<file path="src/rtl/network_mac_pipe_if.sv">
// network_mac_pipe_if: beat input and result output streams of the MAC pipe.
interface network_mac_pipe_if #(
    parameter int A_W   = 16,
    parameter int B_W   = 14,
    parameter int OUT_W = 16,
    parameter int CNT_W = 16
);
    logic                    in_valid;
    logic                    in_ready;
    logic signed [A_W-1:0]   in_a;
    logic signed [B_W-1:0]   in_b;
    logic                    in_last;
    logic                    out_valid;
    logic                    out_ready;
    logic signed [OUT_W-1:0] out_data;
    logic                    out_sat;
    logic [CNT_W-1:0]        out_beats;

    modport master (
        output in_valid, in_a, in_b, in_last, out_ready,
        input  in_ready, out_valid, out_data, out_sat, out_beats
    );

    modport slave (
        input  in_valid, in_a, in_b, in_last, out_ready,
        output in_ready, out_valid, out_data, out_sat, out_beats
    );
endinterface

</file>
<file path="src/rtl/network_mac_pipe.sv">
// network_mac_pipe: pipelined signed MAC with per-group accumulation, round-half-up shift and saturation.
module network_mac_pipe #(
    parameter int A_W        = 16,
    parameter int B_W        = 14,
    parameter int ACC_W      = 40,
    parameter int OUT_W      = 16,
    parameter int FRAC_SHIFT = 14,
    parameter int MUL_STAGES = 3,
    parameter int CNT_W      = 16
) (
    input  logic clk,
    input  logic reset_n,
    network_mac_pipe_if.slave s
);
    localparam logic signed [ACC_W:0] RND  = (ACC_W+1)'(2 ** FRAC_SHIFT) >> 1;
    localparam logic signed [ACC_W:0] MAXV = {{(ACC_W-OUT_W+2){1'b0}}, {(OUT_W-1){1'b1}}};
    localparam logic signed [ACC_W:0] MINV = ~MAXV;

    logic                      en;
    logic signed [A_W-1:0]     a_r;
    logic signed [B_W-1:0]     b_r;
    logic [MUL_STAGES-1:0]     v, l;
    logic signed [A_W+B_W-1:0] mul;
    logic signed [ACC_W-1:0]   mul_x, prod, acc;
    logic [CNT_W-1:0]          cnt;
    logic                      first, av, al;
    logic signed [ACC_W:0]     rs, r;

    assign en = !s.out_valid || s.out_ready;
    assign s.in_ready = en;
    assign mul = a_r * b_r;
    assign mul_x = ACC_W'(mul);
    assign rs = {acc[ACC_W-1], acc} + RND;
    assign r = rs >>> FRAC_SHIFT;

    always_ff @(posedge clk or negedge reset_n)
        if (!reset_n) begin
            v   <= '0;
            l   <= '0;
            a_r <= '0;
            b_r <= '0;
        end else if (en) begin
            v[0] <= s.in_valid;
            l[0] <= s.in_last;
            a_r  <= s.in_a;
            b_r  <= s.in_b;
            for (int i = 1; i < MUL_STAGES; i++) begin
                v[i] <= v[i-1];
                l[i] <= l[i-1];
            end
        end

    // Stage 0 registers the operands; remaining stages carry the product for DSP retiming.
    if (MUL_STAGES > 1) begin : g_pipe
        logic signed [ACC_W-1:0] p [1:MUL_STAGES-1];
        always_ff @(posedge clk or negedge reset_n)
            if (!reset_n) begin
                for (int i = 1; i < MUL_STAGES; i++) p[i] <= '0;
            end else if (en) begin
                p[1] <= mul_x;
                for (int i = 2; i < MUL_STAGES; i++) p[i] <= p[i-1];
            end
        assign prod = p[MUL_STAGES-1];
    end else begin : g_comb
        assign prod = mul_x;
    end

    always_ff @(posedge clk or negedge reset_n)
        if (!reset_n) begin
            acc   <= '0;
            cnt   <= '0;
            first <= 1'b1;
            av    <= 1'b0;
            al    <= 1'b0;
        end else if (en) begin
            av <= v[MUL_STAGES-1];
            al <= l[MUL_STAGES-1];
            if (v[MUL_STAGES-1]) begin
                acc   <= first ? prod : acc + prod;
                cnt   <= first ? CNT_W'(1) : cnt + 1'b1;
                first <= l[MUL_STAGES-1];
            end
        end

    always_ff @(posedge clk or negedge reset_n)
        if (!reset_n) begin
            s.out_valid <= 1'b0;
            s.out_data  <= '0;
            s.out_sat   <= 1'b0;
            s.out_beats <= '0;
        end else if (en) begin
            s.out_valid <= av && al;
            if (av && al) begin
                s.out_data  <= r > MAXV ? MAXV[OUT_W-1:0] : r < MINV ? MINV[OUT_W-1:0] : r[OUT_W-1:0];
                s.out_sat   <= r > MAXV || r < MINV;
                s.out_beats <= cnt;
            end
        end
endmodule
</file>
<file path="src/flat_wrapper.sv">
// flat-port wrapper written by rule: the top's interface ports become plain ports
module network_mac_pipe_flat 
#(
    parameter int A_W        = 16,
    parameter int B_W        = 14,
    parameter int ACC_W      = 40,
    parameter int OUT_W      = 16,
    parameter int FRAC_SHIFT = 14,
    parameter int MUL_STAGES = 3,
    parameter int CNT_W      = 16
)
  (clk, reset_n, s_in_valid, s_in_a, s_in_b, s_in_last, s_out_ready, s_in_ready, s_out_valid, s_out_data, s_out_sat, s_out_beats);
  network_mac_pipe_if #(.A_W(A_W), .B_W(B_W), .OUT_W(OUT_W), .CNT_W(CNT_W)) s_i ();
  input  logic clk;
  input  logic reset_n;
  input wire logic [$bits(s_i.in_valid)-1:0] s_in_valid;
  input wire logic [$bits(s_i.in_a)-1:0] s_in_a;
  input wire logic [$bits(s_i.in_b)-1:0] s_in_b;
  input wire logic [$bits(s_i.in_last)-1:0] s_in_last;
  input wire logic [$bits(s_i.out_ready)-1:0] s_out_ready;
  output wire logic [$bits(s_i.in_ready)-1:0] s_in_ready;
  output wire logic [$bits(s_i.out_valid)-1:0] s_out_valid;
  output wire logic [$bits(s_i.out_data)-1:0] s_out_data;
  output wire logic [$bits(s_i.out_sat)-1:0] s_out_sat;
  output wire logic [$bits(s_i.out_beats)-1:0] s_out_beats;
  assign s_i.in_valid = s_in_valid;
  assign s_i.in_a = s_in_a;
  assign s_i.in_b = s_in_b;
  assign s_i.in_last = s_in_last;
  assign s_i.out_ready = s_out_ready;
  assign s_in_ready = s_i.in_ready;
  assign s_out_valid = s_i.out_valid;
  assign s_out_data = s_i.out_data;
  assign s_out_sat = s_i.out_sat;
  assign s_out_beats = s_i.out_beats;
  network_mac_pipe #(.A_W(A_W), .B_W(B_W), .ACC_W(ACC_W), .OUT_W(OUT_W), .FRAC_SHIFT(FRAC_SHIFT), .MUL_STAGES(MUL_STAGES), .CNT_W(CNT_W)) u_core (.clk(clk), .reset_n(reset_n), .s(s_i));
endmodule
</file>
<file path="config.mk">
export PLATFORM = sky130hd
export DESIGN_NAME = network_mac_pipe_flat
export DESIGN_NICKNAME = d
export VERILOG_FILES = /design/src/rtl/network_mac_pipe_if.sv /design/src/rtl/network_mac_pipe.sv /design/src/flat_wrapper.sv
export SDC_FILE = /design/constraint.sdc
export NUM_CORES = 1
export LEC_CHECK = 0
export ABC_AREA = 1
export BUFFER_PORTS_ARGS = -buffer_cell sky130_fd_sc_hd__buf_2
export CAP_MARGIN = 20
export CORE_AREA = 2 2 198 200
export DETAILED_ROUTE_END_ITERATION = 8
export DIE_AREA = 0 0 200 202
export GPL_TIMING_DRIVEN = 0
export PLACE_DENSITY = 0.73
export RECOVER_POWER = 100
export SYNTH_ARGS = -nofsm -noshare
export SYNTH_HDL_FRONTEND = slang
export SYNTH_SLANG_ARGS = --single-unit
</file>
<file path="constraint.sdc">
create_clock -name clk -period 5.7 [get_ports clk]
set_input_delay 1.14 -clock clk [delete_from_list [all_inputs] [get_ports clk]]
set_output_delay 1.14 -clock clk [all_outputs]
set_load 0.03 [all_outputs]
</file>
==> results of run 1 <==
==> worst paths after layout <==
| path | endpoint | from | cells past startpoint |
|---|---|---|---|
| min in group asynchronous | u_core.acc[35] | reset_n | 1 |
| min reg2reg | u_core.prod[26] | u_core.g_pipe.p[66] | 2 |
| max reg2reg | u_core.g_pipe.p[68] | u_core.b_r[5] | 19 |
| max in group asynchronous | u_core.b_r[10] | reset_n | 1 |
| max | u_core.g_pipe.p[68] | u_core.b_r[5] | 19 |
| min | u_core.prod[26] | u_core.g_pipe.p[66] | 2 |
==> Yosys cell counts (2+ instances only) <==
library cell / number / area, um^2
a211oi_1: 4 / 30.0
a21boi_0: 3 / 22.5
a21oi_1: 117 / 586
a21oi_2: 10 / 87.6
a22oi_1: 4 / 30.0
a31oi_1: 5 / 31.3
and3_1: 3 / 18.8
buf_1: 8 / 30.0
buf_2: 2 / 10.0
clkbuf_1: 74 / 278
dfrtp_1: 188 / 4700
fa_1: 220 / 4400
ha_1: 112 / 1400
inv_1: 568 / 2130
inv_2: 6 / 22.5
nand2_1: 798 / 3000
nand2_2: 12 / 75.1
nand2_4: 3 / 33.8
nand3_1: 85 / 425
nand3_2: 2 / 20.0
nand3b_1: 4 / 30.0
nand4_1: 18 / 113
nor2_1: 212 / 796
nor2_2: 6 / 37.5
nor2_4: 3 / 33.8
nor3_1: 17 / 85.1
nor3_2: 4 / 40.0
o211ai_1: 9 / 67.6
o21a_1: 2 / 15.0
o21ai_0: 169 / 846
o21bai_1: 9 / 67.6
o221ai_1: 3 / 26.3
or2_2: 15 / 93.8
xnor2_1: 25 / 219
xor2_1: 23 / 201
==> per-layer routing <==
layer	part of all wire, %	vias up
li1	-	8700
met1	40	9027
met2	49	628
met3	5.2	176
met4	5.3	0
met5	0	-
==> worst max-delay path: stages (launching register included) <==
cell	delay (ns)
dfrtp_2	0.50
buf_6	0.15
nand2_4	0.05
inv_2	0.08
fa_2	0.51
buf_4	0.18
fa_1	0.57
fa_1	0.45
fa_1	0.55
inv_1	0.06
fa_1	0.53
inv_1	0.05
fa_1	0.49
ha_4	0.29
a21oi_2	0.18
o21ai_2	0.11
a211oi_1	0.41
nand4_1	0.16
nand3_1	0.12
nand2_1	0.07
==> registers in the layout (all words and copies together), names as in the netlist <==
register,count
u_core.av,1
u_core.first,1
u_core.a_r,16
u_core.cnt,16
u_core.l,3
u_core.v,3
u_core.s.out_sat,1
u_core.s.out_valid,1
u_core.s.out_data,16
u_core.b_r,14
u_core.prod,30
u_core.al,1
u_core.g_pipe.p,30
u_core.acc,40
u_core.s.out_beats,16
==> cell usage in the layout, fill, tap and decap left out, types with 12 or more instances in the layout <==
cell and count:
buf_4 85, nand4_1 18, xor2_1 23, nand3_1 71
a21oi_1 97, clkbuf_8 12, dfrtp_1 160, ha_1 90
nor2_1 195, o21ai_0 145, nand2_4 16, nand3_2 12
inv_1 541, nand2_2 35, buf_6 15, fa_2 12
clkbuf_1 76, nand2_1 762, buf_2 34, clkbuf_16 19
dfrtp_2 28, ha_4 20, nor2_4 12, inv_2 29
or2_2 13, xnor2_1 25, a21oi_2 24, nor2_2 14
fa_1 208
==> kinds of logic after synthesis <==
kind of cell               count (synthesis)  share of synthesized area, %
buffers and inverters                    660                          12.4
AOI/OAI and AO/OA                        343                          9.33
xor gates and xnor gates                  48                          2.09
DFF                                      189                          23.5
and+or+nand+nor                         1185                          23.9
adders and majority gates                332                          28.8
==> timing repair <==
action                     CTS  global route
gates resized for setup    166           228
hold buffers                 0             0
setup endpoints to repair   21            21
buffers inserted            48            51
hold endpoints to repair     0             0
pin swaps                   20           116
cloned                       0             2
==> cell type report <==
cell class	count	share of cell area [%]
Multi-Input combinational cell	1908	58.2
Buffer	72	2.26
Timing Repair Buffer	171	5.24
Inverter	574	9.07
Tap cell	518	2.72
Clock inverter	12	0.598
Clock buffer	20	1.96
Sequential cell	189	20.0
==> per-stage QoR <==
step	setup slack [ns]	std cells	utilization, %
after floorplan	0.0102	2757	-
after global placement	-0.981	3344	55.2
after detailed placement	-1.03	3345	55.3
after CTS	-0.0376	3412	59.2
after global routing	-0.0713	3464	62.3
final	0.0469	3464	62.3
==> results.py, run 1 <==
metrics = {
    "worst_setup_path": {
        "startpoint_type": "register",
        "r2r_slack_ns": 0.05,
        "crit_type": "register to register",
        "cp_max_fo": 5,
        "cp_data_required_time_ns": 6.04,
        "critPathArrivalTime_ns": 5.99,
        "end_kind": "register",
    },
    "sta": {
        "hold_slack_ns": 0.468,
        "finalHoldViolCount": 0,
        "period_minus_slack_ns": 5.65,
        "worstMarginPinSlew_ns": 4.03,
        "fmax_mhz": 177,
        "slew-limit-headroom_pct": -169,
        "rsz0062_at_grt": "yes",
        "finalSetupViolations": 0,
        "drv_slew": 71,
        "fin_crit_sh_pct": 99.2,
        "finClkSkew_ns": 0.0158,
        "fin_tns_setup_ns": 0,
    },
    "clocking": {
        "cts.clk_slew.worst_paths_ns": 0.08,
        "cts_max_level": 4,
        "cts-root-buf": "clkbuf_16",
        "clkLatencyLatePin_ns": 0.46,
        "numCtsBuffers": 17,
        "cts_tree": "done",
        "cts.sink_count": 189,
        "cts_buffer_depth": 2,
    },
    "route": {
        "viasPerCell": 5.35,
        "drc_errors": 0,
        "postRouteAntennaNets": 0,
        "drtIter0Drc": 1266,
        "drt_pass1_iterations": 5,
        "drt_wl_total_mm": 64.1,
        "wire_per_inst_um": 18.5,
        "vias": 18500,
    },
    "run": {
        "cap_violations": 1,
    },
    "global_route": {
        "grt_pass1_wl_mm": 99.6,
        "use_met3_pct": 4.05,
        "use_met1_pct": 40.1,
        "grt.total_usage_pct": 32.3,
        "antenna_found_initial": 0,
        "use_met2_pct": 56.1,
        "gr-max-usage-layer": "met2",
        "grt_max_degree": 120,
        "grt_overflow": 0,
        "grt_pass1_vias": 18700,
    },
    "logic_synthesis": {
        "yosysSeqAreaShare_pct": 23.5,
        "netlist_area_um2": 20200,
        "syn_nets": 3124,
        "ys.flop_type": "dfrtp_1",
        "yosysWarnings": 0,
        "ys_ff_latch": 189,
        "synth-edff-count": 0,
        "syn_avg_cell_area_um2": 7.31,
        "syn_inst": 2757,
        "ys_async_sr_fraction_pct": 100,
        "synth.distinct_cells": 49,
    },
    "layout": {
        "multi_input_area_um2": 13900,
        "drive_gt1_share_pct": 15.9,
        "final_cell_area_um2": 23900,
        "diodes": 0,
        "areaGrowthSynthToFinish_pct": 18.4,
        "regArea_um2": 4770,
        "num-fill-cells": 3320,
        "nets": 3300,
    },
    "floorplan": {
        "die-area_um2": 40400,
        "io_pins": 70,
        "die_x_um": 200,
        "core_um2": 38300,
        "initial_core_util_pct": 52.6,
        "die_height_um": 202,
        "rows": 72,
    },
    "placement": {
        "place_area_um2": 21200,
        "place_congestion": 1.02,
        "numPortBuffers": 69,
        "dp_hpwl_mm": 49.5,
    },
    "min_path": {
        "hold_path_class": "register to register",
    },
    "outcome": {
        "violations": "capacitance limit, slew limit",
        "status": "complete, but fails checks",
    },
}
Power of run 1 is left out: the tool's default activity adds up to more than one toggle a clock period on the data nets, which glitch-free logic cannot reach.
==> run 2: changes to the inputs <==
--- a/config.mk
+++ b/config.mk
@@ -9,11 +9,13 @@
 export BUFFER_PORTS_ARGS = -buffer_cell sky130_fd_sc_hd__buf_2
 export CAP_MARGIN = 20
 export CORE_AREA = 2 2 198 200
+export CTS_BUF_LIST = sky130_fd_sc_hd__clkbuf_8 sky130_fd_sc_hd__clkbuf_16
 export DETAILED_ROUTE_END_ITERATION = 8
 export DIE_AREA = 0 0 200 202
 export GPL_TIMING_DRIVEN = 0
 export PLACE_DENSITY = 0.73
 export RECOVER_POWER = 100
+export SETUP_SLACK_MARGIN = 0.3
 export SYNTH_ARGS = -nofsm -noshare
 export SYNTH_HDL_FRONTEND = slang
 export SYNTH_SLANG_ARGS = --single-unit
==> results.py, run 2 (synthesized netlist as in run 1, its figures left out) <==
metrics = {
    "outcome": {
        "status": "complete, but fails checks",
        "violations": "capacitance limit, slew limit",
    },
    "route": {
        "wire_per_inst_um": 18.5,
        "drt-met1-wl_mm": 24.7,
        "drt_pass1_iterations": 7,
        "topRoutingLayerUsed": "met4",
        "drtIter0Drc": 1358,
        "viasPerCell": 5.44,
        "postRouteAntennaNets": 0,
        "wl_met2_mm": 30.6,
        "met3_length_mm": 4.70,
        "drt_wl_total_mm": 64.3,
        "vias": 18900,
        "drc_errors": 0,
    },
    "global_route": {
        "grt_pass1_wl_mm": 102,
        "antenna_found_initial": 0,
        "grt_overflow": 0,
        "grt_max_degree": 104,
        "grt_pass1_vias": 19500,
        "grt.total_usage_pct": 32.7,
    },
    "placement": {
        "dp_hpwl_mm": 47.8,
        "numPortBuffers": 69,
        "place_ws_ns": -0.728,
        "place_congestion": 1.01,
    },
    "worst_setup_path": {
        "critPathMaxStageDelay_ns": 0.55,
        "end_kind": "register",
        "rr_startpoint": "u_core.b_r[3]",
        "critPathSlowestCell": "fa_1",
        "r2r_cells": 22,
        "cpMostUsedCell": "inv_1",
        "r2r_end": "u_core.g_pipe.p[67]",
        "crit_chain": "clkbuf_8 > buf_4 > buf_4 > nand2_1 > inv_1 > fa_1 > inv_1 > fa_1 > inv_1 > ha_1 > ha_1 > inv_1 > fa_1 > fa_1 > inv_1 > ha_4 > a21oi_1 > nand2_1 > a211o_1 > nand2_2 > nand4_1 > a31oi_1",
        "startpoint_type": "register",
        "cp_data_required_time_ns": 6.07,
        "cp_max_fo": 6,
        "critPathArrivalTime_ns": 6.00,
        "r2r_slack_ns": 0.07,
        "crit_type": "register to register",
    },
    "clocking": {
        "cts.clk_slew.worst_paths_ns": 0.08,
        "clkLatencyLatePin_ns": 0.48,
        "cts.sink_count": 189,
        "cts_tree": "done",
        "cts_buffer_depth": 2,
        "numCtsBuffers": 17,
        "cts_max_level": 4,
        "cts-root-buf": "clkbuf_16",
    },
    "floorplan": {
        "die_height_um": 202,
        "io_pins": 70,
        "core_um2": 38300,
        "rows": 72,
        "die_x_um": 200,
        "initial_core_util_pct": 52.6,
        "die-area_um2": 40400,
    },
    "sta": {
        "drv_slew": 96,
        "finalHoldViolCount": 0,
        "period_minus_slack_ns": 5.63,
        "layout_setup_ws_ns": 0.0669,
        "finalSetupViolations": 0,
        "fmax_mhz": 178,
        "slew-limit-headroom_pct": -172,
        "worstMarginPinSlew_ns": 4.09,
        "fin_tns_setup_ns": 0,
        "hold_slack_ns": 0.485,
        "fin_crit_sh_pct": 98.8,
        "finClkSkew_ns": 0.0214,
        "rsz0062_at_grt": "yes",
    },
    "min_path": {
        "holdPathStages": 2,
        "hp-start": "u_core.g_pipe.p[57]",
        "hold_end": "u_core.prod[17]",
        "hold_path_class": "register to register",
    },
    "layout": {
        "nets": 3303,
        "layout_common_cells": "nand2_1 (755), inv_1 (527), fa_1 (211)",
        "num-fill-cells": 3259,
        "max_flop_register": "u_core.acc",
        "drive_gt1_share_pct": 16.4,
        "largest_reg_flops": 40,
        "areaGrowthSynthToFinish_pct": 19.9,
        "layout_commonest_cell": "nand2_1",
    },
    "run": {
        "cap_violations": 2,
    },
}
==> run 2: changes by cell type in the layout (fill, tap and decap cells not counted), moves of 7 or more <==
cell	previous run	this run
dfrtp_2	28	16
nand2_1	762	755
inv_2	29	42
clkbuf_8	12	23
inv_1	541	527
buf_4	85	76
dfrtp_1	160	172
buf_6	15	8
o21ai_1	11	18
clkbuf_16	19	27
o21ai_0	145	137
==> run 2: worst max-delay path by stage <==
stage | startpoint | end | slack (ns)
2_1_floorplan | u_core.b_r[4] | u_core.g_pipe.p[69] | 0.30
3_3_place_gp | u_core.a_r[7] | u_core.g_pipe.p[60] | -0.69
3_5_place_dp | u_core.a_r[7] | u_core.g_pipe.p[60] | -0.73
4_1_cts | u_core.b_r[3] | u_core.g_pipe.p[69] | 0.20
5_1_grt | u_core.b_r[6] | u_core.g_pipe.p[67] | -0.08
6_report | u_core.b_r[3] | u_core.g_pipe.p[67] | 0.07
==> run 2: worst max-delay path: cells and delay by family (launching register included) <==
family / cells / cell delay, ns
adders and majority gates: 7 / 2.92
and+or+nand+nor: 4 / 0.56
AOI/OAI and AO/OA: 3 / 0.88
buffers and inverters: 8 / 0.79
DFF: 1 / 0.39
==> run 2: metrics by stage <==
step	instance area [um^2]	utilization, %	instances
floorplan	20300	-	2757
global placement	21300	55.7	3344
detailed placement	21400	55.8	3345
CTS	23800	62.1	3445
global route	24200	63.1	3466
finish	24200	63.1	3467
==> run 2: layer usage <==
| metal | vias up | GRT usage, % |
|---|---|---|
| met5 | - | 0 |
| met3 | 267 | 6.24 |
| li1 | 8721 | - |
| met2 | 799 | 54.4 |
| met1 | 9085 | 39.6 |
| met4 | 0 | 19.1 |
==> run 2: timing repair <==
item,in CTS,in global routing
endpoints found under the setup margin,22,22
hold buffers,0,0
resized for setup,329,92
pin swaps,143,78
cloned,3,0
setup buffers,66,21
==> run 2: final cells by class <==
| cell class | instances | area [um^2] | share of cell area [%] |
|---|---|---|---|
| Timing Repair Buffer | 160 | 1140 | 4.70 |
| Sequential cell | 189 | 4750 | 19.7 |
| Inverter | 574 | 2170 | 8.97 |
| Clock buffer | 17 | 425 | 1.76 |
| Buffer | 86 | 832 | 3.44 |
| Clock inverter | 14 | 164 | 0.678 |
| Multi-Input combinational cell | 1908 | 14000 | 58.1 |
| Antenna cell | 1 | 2.50 | 0.0104 |
| Tap cell | 518 | 648 | 2.68 |
Power of run 2 is left out for the same reason.
==> run 3: changes to the inputs <==
--- a/config.mk
+++ b/config.mk
@@ -8,10 +8,10 @@
 export ABC_AREA = 1
 export BUFFER_PORTS_ARGS = -buffer_cell sky130_fd_sc_hd__buf_2
 export CAP_MARGIN = 20
-export CORE_AREA = 2 2 198 200
+export CORE_AREA = 2 2 229 174
 export CTS_BUF_LIST = sky130_fd_sc_hd__clkbuf_8 sky130_fd_sc_hd__clkbuf_16
 export DETAILED_ROUTE_END_ITERATION = 8
-export DIE_AREA = 0 0 200 202
+export DIE_AREA = 0 0 231 176
 export GPL_TIMING_DRIVEN = 0
 export PLACE_DENSITY = 0.73
 export RECOVER_POWER = 100
==> results.py, run 3 (synthesized netlist as in run 1, its figures left out) <==
metrics = {
    "outcome": {
        "status": "complete, but fails checks",
        "violations": "capacitance limit, slew limit",
    },
    "run": {
        "cap_violations": 1,
    },
    "worst_setup_path": {
        "cp_data_required_time_ns": 6.04,
        "critPathSlowestCell": "fa_2",
        "r2r_cells": 22,
        "crit_type": "register to register",
        "critPathMaxStageDelay_ns": 0.62,
        "startpoint_type": "register",
        "cp_max_fo": 5,
        "critPathArrivalTime_ns": 5.99,
        "end_kind": "register",
        "cpMostUsedCell": "fa_1",
        "crit_chain": "buf_8 > clkbuf_16 > nand2_8 > fa_2 > fa_2 > buf_6 > fa_1 > inv_1 > fa_1 > inv_2 > fa_1 > inv_1 > fa_1 > ha_4 > nand2_4 > nor2_4 > nand2_2 > nor2_2 > nand2_1 > o211ai_1 > xnor2_1 > o21ai_1",
        "r2r_slack_ns": 0.05,
    },
    "floorplan": {
        "die_x_um": 231,
        "die-area_um2": 40700,
        "rows": 62,
        "die_height_um": 176,
        "io_pins": 70,
        "core_um2": 38200,
        "initial_core_util_pct": 52.8,
    },
    "layout": {
        "largest_reg_flops": 40,
        "diodes": 0,
        "num-fill-cells": 3289,
        "layout_commonest_cell": "nand2_1",
        "max_flop_register": "u_core.acc",
        "drive_gt1_share_pct": 17.1,
        "layout_common_cells": "nand2_1 (751), inv_1 (527), fa_1 (210)",
        "nets": 3312,
        "regArea_um2": 4750,
        "post-route-util_pct": 64.1,
        "areaGrowthSynthToFinish_pct": 21.4,
        "multi_input_area_um2": 14200,
    },
    "route": {
        "wire_per_inst_um": 19.6,
        "drt_pass1_iterations": 5,
        "viasPerCell": 5.54,
        "drtIter0Drc": 1956,
        "drt_wl_total_mm": 67.9,
        "postRouteAntennaNets": 0,
        "drc_errors": 0,
        "vias": 19200,
    },
    "clocking": {
        "holdBufCountCts": 0,
        "clkLatencyLatePin_ns": 0.49,
        "cts-root-buf": "clkbuf_16",
        "cts.sink_count": 189,
        "cts_max_level": 4,
        "cts.clk_slew.worst_paths_ns": 0.09,
        "cts_buffer_depth": 2,
        "cts_tree": "done",
        "numCtsBuffers": 17,
    },
    "sta": {
        "finClkSkew_ns": 0.0208,
        "finalSetupViolations": 0,
        "slew-limit-headroom_pct": -170,
        "rsz0062_at_grt": "yes",
        "fmax_mhz": 177,
        "hold_slack_ns": 0.477,
        "finalHoldViolCount": 0,
        "period_minus_slack_ns": 5.65,
        "layout_setup_ws_ns": 0.0533,
        "worstMarginPinSlew_ns": 4.05,
        "fin_crit_sh_pct": 99.1,
        "drv_slew": 81,
    },
    "min_path": {
        "holdPathStages": 2,
        "hold_path_class": "register to register",
    },
    "global_route": {
        "grt.total_usage_pct": 34.3,
        "grt_max_degree": 110,
        "grt_pass1_wl_mm": 106,
        "grt_overflow": 0,
        "antenna_found_initial": 1,
        "grt_pass1_vias": 19100,
    },
    "placement": {
        "dp_hpwl_mm": 51.5,
        "numPortBuffers": 69,
        "place_congestion": 0.986,
        "place_ws_ns": -0.777,
    },
}
## run 3: cell count changes in the layout (fill, tap and decap cells not counted), moves of 4 or more
cell | before | now
buf_8 | 6 | 10
o21ai_4 | 2 | 7
nor2_2 | 12 | 18
buf_6 | 8 | 15
nand2_4 | 19 | 25
a21oi_2 | 21 | 15
nand2_1 | 755 | 751
nor2_1 | 196 | 187
## run 3: what timing repair did
| item | CTS | global route |
|---|---|---|
| hold endpoints to repair | 0 | 0 |
| setup endpoints to repair | 22 | 22 |
| pin swaps | 147 | 115 |
| gates cloned | 1 | 2 |
| gates resized for setup | 368 | 115 |
| setup buffers | 68 | 28 |
## run 3: per-stage QoR
step / TNS [ns] / instances / instance area, um^2
final: 0 / 3470 / 24500
after CTS: 0 / 3440 / 24000
after global placement: -9.05 / 3338 / 21300
after detailed placement: -9.10 / 3339 / 21400
after global routing: -0.277 / 3470 / 24500
after floorplan: 0 / 2757 / 20300
## run 3: metal layers
metal | vias to the layer above | GRT usage (%) | wire (um) | share of wire [%]
met2 | 992 | 47.6 | 27500 | 40
met4 | 0 | 6.77 | 1110 | 1.6
met3 | 102 | 10.4 | 8780 | 13
li1 | 8723 | - | - | -
met1 | 9411 | 52.5 | 30500 | 45
met5 | - | 0 | 0 | 0
## run 3: layout make-up
type | count | share of cell area, %
buffer | 86 | 3.50
clock buffer | 18 | 1.80
clock inverter | 14 | 0.747
inverter | 574 | 8.86
multi-input combinational | 1908 | 58.2
sequential | 189 | 19.4
tap | 512 | 2.62
timing repair buffer | 169 | 4.90
## run 3: path summary, 6_finish.rpt
check,startpoint,endpoint
worst max-delay path,u_core.b_r[3],u_core.g_pipe.p[65]
worst min-delay path,u_core.g_pipe.p[61],u_core.prod[21]
worst max register to register,u_core.b_r[3],u_core.g_pipe.p[65]
worst min register to register,u_core.g_pipe.p[61],u_core.prod[21]
max in group asynchronous,reset_n,u_core.a_r[5]
min in group asynchronous,reset_n,u_core.acc[0]
## run 3: critical path: cells and delay by family (launching register included)
family,cells,cell delay [ns]
AO/OA/AOI/OAI,2,0.26
XOR/XNOR,1,0.19
adder cells (fa/ha/maj),7,3.49
buffers and inverters,6,0.60
flip-flops,1,0.36
AND/OR/NAND/NOR,6,0.60
Power of run 3 is left out for the same reason.
